File: src/rtl/icache_refill_arbiter.sv
// icache_refill_arbiter: I-cache line refill sequencer sharing one memory port with the data path.
// Ports: clk/rst (sync, active-high); ic_miss/ic_addr in from the I-cache, ic_fill_data/ic_from_mm/
// ic_data_ready out to it; d_req/d_we/d_addr/d_wdata in, d_rdata/d_done out for the data path;
// mem_req/mem_we/mem_addr/mem_wdata out, mem_gnt/mem_rvalid/mem_rdata in; busy and err status.
module icache_refill_arbiter #(
  parameter int ADDR_W = 14,
  parameter int BEATS = 4,
  parameter int TIMEOUT_CYC = 255
) (
  input  logic                clk,
  input  logic                rst,
  input  logic                ic_miss,
  input  logic [ADDR_W-1:0]   ic_addr,
  output logic [32*BEATS-1:0] ic_fill_data,
  output logic                ic_from_mm,
  output logic                ic_data_ready,
  input  logic                d_req,
  input  logic                d_we,
  input  logic [ADDR_W-1:0]   d_addr,
  input  logic [31:0]         d_wdata,
  output logic [31:0]         d_rdata,
  output logic                d_done,
  output logic                mem_req,
  output logic                mem_we,
  output logic [ADDR_W-1:0]   mem_addr,
  output logic [31:0]         mem_wdata,
  input  logic                mem_gnt,
  input  logic                mem_rvalid,
  input  logic [31:0]         mem_rdata,
  output logic                busy,
  output logic                err
);
  localparam int BW = $clog2(BEATS);
  localparam int WW = $clog2(TIMEOUT_CYC + 1);
  typedef enum logic [2:0] {IDLE, I_REQ, I_FILL, I_DELIVER, D_REQ, D_WAIT, D_DONE} state_t;
  state_t state, state_n;
  logic [BW-1:0] beat_cnt;
  logic [WW-1:0] wdog;
  logic [ADDR_W-1:0] line_addr;
  logic last_i, holdoff, pick_i, pick_d, waiting, timeout, beat, last_beat;
  always_comb begin
    pick_i = ic_miss && !holdoff && (!d_req || !last_i);
    pick_d = d_req && !pick_i;
    waiting = state == I_REQ || state == I_FILL || state == D_REQ || state == D_WAIT;
    timeout = waiting && wdog == WW'(TIMEOUT_CYC);
    beat = state == I_FILL && mem_rvalid && !timeout;
    last_beat = beat && beat_cnt == BW'(BEATS - 1);
    state_n = state;
    case (state)
      IDLE:      state_n = pick_i ? I_REQ : pick_d ? D_REQ : IDLE;
      I_REQ:     state_n = mem_gnt ? I_FILL : I_REQ;
      I_FILL:    state_n = last_beat ? I_DELIVER : I_FILL;
      I_DELIVER: state_n = IDLE;
      D_REQ:     state_n = !mem_gnt ? D_REQ : d_we ? D_DONE : D_WAIT;
      D_WAIT:    state_n = mem_rvalid ? D_DONE : D_WAIT;
      default:   state_n = IDLE;
    endcase
    if (timeout) state_n = IDLE;
    busy = state != IDLE;
    err = timeout;
    ic_from_mm = state == I_REQ || state == I_FILL || state == I_DELIVER;
    ic_data_ready = state == I_DELIVER;
    d_done = state == D_DONE;
    mem_req = (state == I_REQ || state == D_REQ) && !timeout;
    mem_we = state == D_REQ && d_we;
    mem_addr = state == I_REQ ? line_addr : state == D_REQ ? d_addr : '0;
    mem_wdata = state == D_REQ ? d_wdata : '0;
  end
  always_ff @(posedge clk) begin
    if (rst) begin
      state <= IDLE;
      beat_cnt <= '0;
      wdog <= '0;
      last_i <= 1'b1;
      holdoff <= 1'b0;
      line_addr <= '0;
      ic_fill_data <= '0;
      d_rdata <= '0;
    end else begin
      state <= state_n;
      // cache needs one cycle after delivery to drop its miss flag
      holdoff <= state == I_DELIVER;
      wdog <= (waiting && state_n == state && !mem_gnt && !beat) ? wdog + WW'(1) : '0;
      if (state == IDLE && (pick_i || pick_d)) last_i <= pick_i;
      if (state == IDLE && pick_i) begin
        line_addr <= ic_addr & ~ADDR_W'(BEATS - 1);
        ic_fill_data <= '0;
      end
      if (state == I_REQ && mem_gnt) beat_cnt <= '0;
      // word 0 lands in the most significant slot
      if (beat) begin
        ic_fill_data[{~beat_cnt, 5'd0} +: 32] <= mem_rdata;
        beat_cnt <= beat_cnt + BW'(1);
      end
      if (state == D_WAIT && mem_rvalid && !timeout) d_rdata <= mem_rdata;
    end
  end
endmodule

File: config.mk
export PLATFORM = sky130hd
export DESIGN_NAME = icache_refill_arbiter
export DESIGN_NICKNAME = d
export VERILOG_FILES = /design/src/rtl/icache_refill_arbiter.sv
export SDC_FILE = /design/constraint.sdc
export NUM_CORES = 1
export LEC_CHECK = 0
export BUFFER_PORTS_ARGS = -buffer_cell sky130_fd_sc_hd__buf_4
export CORE_AREA = 2 2 126 128
export CTS_CLUSTER_DIAMETER = 200
export DETAILED_ROUTE_END_ITERATION = 10
export DIE_AREA = 0 0 128 130
export HOLD_SLACK_MARGIN = 0.15
export PLACE_DENSITY = 0.79
export SETUP_SLACK_MARGIN = 0.3
export SLEW_MARGIN = 20
export SYNTH_ARGS = -nofsm -noshare
export SYNTH_HDL_FRONTEND = slang
export SYNTH_SLANG_ARGS = --single-unit
File: constraint.sdc
create_clock -name clk -period 2.5 [get_ports clk]
set_input_delay 0.125 -clock clk [delete_from_list [all_inputs] [get_ports clk]]
set_output_delay 0.125 -clock clk [all_outputs]
set_load 0.02 [all_outputs]
==> metrics.cfg <==
[final_layout]
n_antenna_cell = 0
fill_cells = 1202
area_growth_pct = 53.0
final_net_count = 1248
drive_gt1_share_pct = 33.9
fin_area_um2 = 10800

[timing]
worst_pin_slew_ns = 0.594
slew-limit-headroom_pct = 60.4
finClkSkew_ns = 0.00934
rsz0062_at_grt = no
fmax_ghz = 0.480
finalCritPeriodShare_pct = 83.3
hold_viol_final = 0
finalSetupTns_ns = 0
whs_ns = 0.169
drv_slew = 0
setup_viol = 0
setup_slack_ns = 0.418
post-route-min-period_ns = 2.08

[synth]
ys_ff_latch = 187
seq_area_frac_synth_pct = 52.9
synth.area.mux_share_pct = 0.159
syn_avg_cell_area_um2 = 8.76
synth_most_common_cell = dfxtp_1
synth_edf_count = 0
synthTopCellsByArea = dfxtp_1 53%, a22oi_1 13%, nor2_1 7.6%
yosysTopAreaCellShare_pct = 52.9
synth.distinct_cells = 45
synthFlopType = dfxtp_1
synth_compound_area_share_pct = 20.9
synth_nets = 913
synth-simple-area-share_pct = 20.0
yosys.area_share.adder_pct = 1.34
synthArstFlopShare_pct = 0
syn-cell-area_um2 = 7080
synth_top_area_cell = dfxtp_1
yosys_warnings = 0
postSynthCellCount = 808
yosys-top-cells-count = 187 x dfxtp_1, 143 x nor2_1, 127 x a22oi_1
synthXorXnorAreaFrac_pct = 0.619
synth_top_family_by_area = compound AO/OA/AOI/OAI gates

[detailed_routing]
wl_per_cell_um = 18.2
vias = 7475
vias_per_cell = 5.55
firstDrtPassIters = 5
drt_iter0_markers = 477
route.detailed.drc = 0
ant_nets = 0
routed_wirelength_um = 24600

[floorplan]
dieArea_um2 = 16600
fp.coreArea_um2 = 15400
start_util_pct = 45.9
die_h_um = 130
num_rows = 46
ioPinCount = 312
die_w_um = 128

[clocking]
cts-root-buf = clkbuf_16
htreeDepth = 4
clk_path_buf_depth = 2
cts.clk_slew.worst_paths_ns = 0.06
cts_tree = built
clk_latency_ns = 0.43
cts-buffers-inserted = 17
cts_sinks = 187

[power]
p_leak_nw = 4.71
peakVddDrop_uv = 421
fin_total_pwr_mw = 7.02
p_per_area_nw_per_um2 = 648

[hold_path]
hold_path_class = input port to register

[global_route]
grt_overflow = 0
track_usage_pct = 28.1
grt_max_degree = 82
antenna_found_initial = 0
grt_pass1_wl_um = 36700
grt_pass1_vias = 6952

[place]
dp_hpwl_um = 15800
gp_congestion = 0.883
preCtsSetupSlack_ns = 0.283
port_buffers = 309
placed_cell_area_um2 = 9680

[worst_setup_path]
reg2regPathDepth = 5
crit_arrival_ns = 2.42
critPathLaunch = wdog[4]$_SDFF_PP0_
endpoint = wdog[3]$_SDFF_PP0_
worstReg2RegEnd = wdog[3]$_SDFF_PP0_
required_ns = 2.84
crit_fanout = 7
start_kind = register
worstSetupEndpointType = register
r2r_slack_ns = 0.42
critical_path_class = register to register
reg2reg_from = wdog[4]$_SDFF_PP0_

[status]
status = finished, final reports clean

[job]
cap_violations = 0

==> worst max-delay path, cell delays in order, from the launching register on <==
cell and delay [ns]:
dfxtp_1 0.40, nand4_1 0.35, o211a_4 0.43, a211oi_1 0.38, o32ai_2 0.19, nor3_1 0.24
==> placed cells by master, fill, tap and decap left out, types with 2 or more instances in the layout <==
cell type / n
a21boi_0: 2
a21oi_1: 48
a21oi_4: 4
a22o_1: 12
a22oi_1: 127
and3_1: 39
buf_12: 7
buf_4: 328
bufinv_16: 2
clkbuf_16: 17
clkinv_2: 5
dfxtp_1: 186
dlygate4sd3_1: 48
ha_1: 6
inv_1: 6
inv_6: 3
maj3_1: 2
nand2_1: 99
nand2b_1: 4
nand3_1: 10
nand4_1: 3
nor2_1: 141
nor2b_1: 2
nor3_1: 9
nor3_2: 3
nor3b_2: 2
o211ai_1: 2
o22ai_1: 2
or2_2: 2
xnor2_1: 3
xor2_1: 2
==> sequential cells by signal, indices dropped and copies added, names as in the netlist <==
| register | count |
|---|---|
| beat_cnt | 2 |
| ic_fill_data | 128 |
| last_i | 1 |
| state | 3 |
| holdoff | 1 |
| line_addr | 12 |
| wdog | 8 |
| d_rdata | 32 |
==> report_power, final <==
| part | switching [mW] | internal, mW |
|---|---|---|
| Sequential | 0.0451 | 3.03 |
| Clock | 1.17 | 1.51 |
| Combinational | 0.738 | 0.526 |
| Total | 1.95 | 5.07 |
==> stage by stage <==
step | utilization (%) | std cells
after floorplan | - | 808
after global placement | 62.8 | 1265
after detailed placement | 62.8 | 1265
after CTS | 69.7 | 1345
after global routing | 70.2 | 1348
final | 70.2 | 1348
==> worst min-delay path by stage <==
| stage | from | endpoint | slack (ns) | depth (start not counted) |
|---|---|---|---|---|
| after floorplan | ic_addr[10] | line_addr[10]$_SDFFE_PP0P_ | 0.26 | 2 |
| after global placement | rst | d_rdata[0]$_SDFFE_PP0P_ | 0.37 | 2 |
| after detailed placement | rst | d_rdata[0]$_SDFFE_PP0P_ | 0.37 | 2 |
| after CTS | ic_miss | last_i$_SDFFE_PP1P_ | 0.16 | 5 |
| after global routing | ic_miss | last_i$_SDFFE_PP1P_ | 0.21 | 5 |
| final | ic_miss | last_i$_SDFFE_PP1P_ | 0.17 | 5 |
==> per-layer routing <==
metal / GRT usage (%) / part of all wire [%] / vias up
li1: - / - / 3515
met1: 32.6 / 39 / 3569
met2: 48.6 / 50 / 332
met3: 7.63 / 8.1 / 59
met4: 13.1 / 3.0 / 0
met5: 0 / 0 / -
==> timing repair <==
| item | 4_1_cts | 5_1_grt |
|---|---|---|
| setup buffers | 0 | 3 |
| gates resized for setup | 3 | 11 |
| hold buffers | 48 | 0 |
| pin swaps | 0 | 4 |
| endpoints found under the setup margin | 7 | 108 |
| endpoints found under the hold margin | 177 | 0 |
==> cell families after synthesis <==
family | after synthesis
adders and majority gates | 8
and+or+nand+nor | 324
AOI/OAI and AO/OA | 209
muxes | 1
DFF | 187
buffers and inverters | 74
xor gates and xnor gates | 5
==> final cells by class <==
cell class | count | area, um2 | area share (%)
clock buffer | 19 | 443 | 4.09
clock inverter | 13 | 139 | 1.28
inverter | 6 | 22.5 | 0.208
multi-input combinational | 547 | 3140 | 29.0
sequential | 187 | 3740 | 34.6
tap | 192 | 240 | 2.22
timing repair buffer | 384 | 3090 | 28.6
Power figures use the tool's default switching activity.
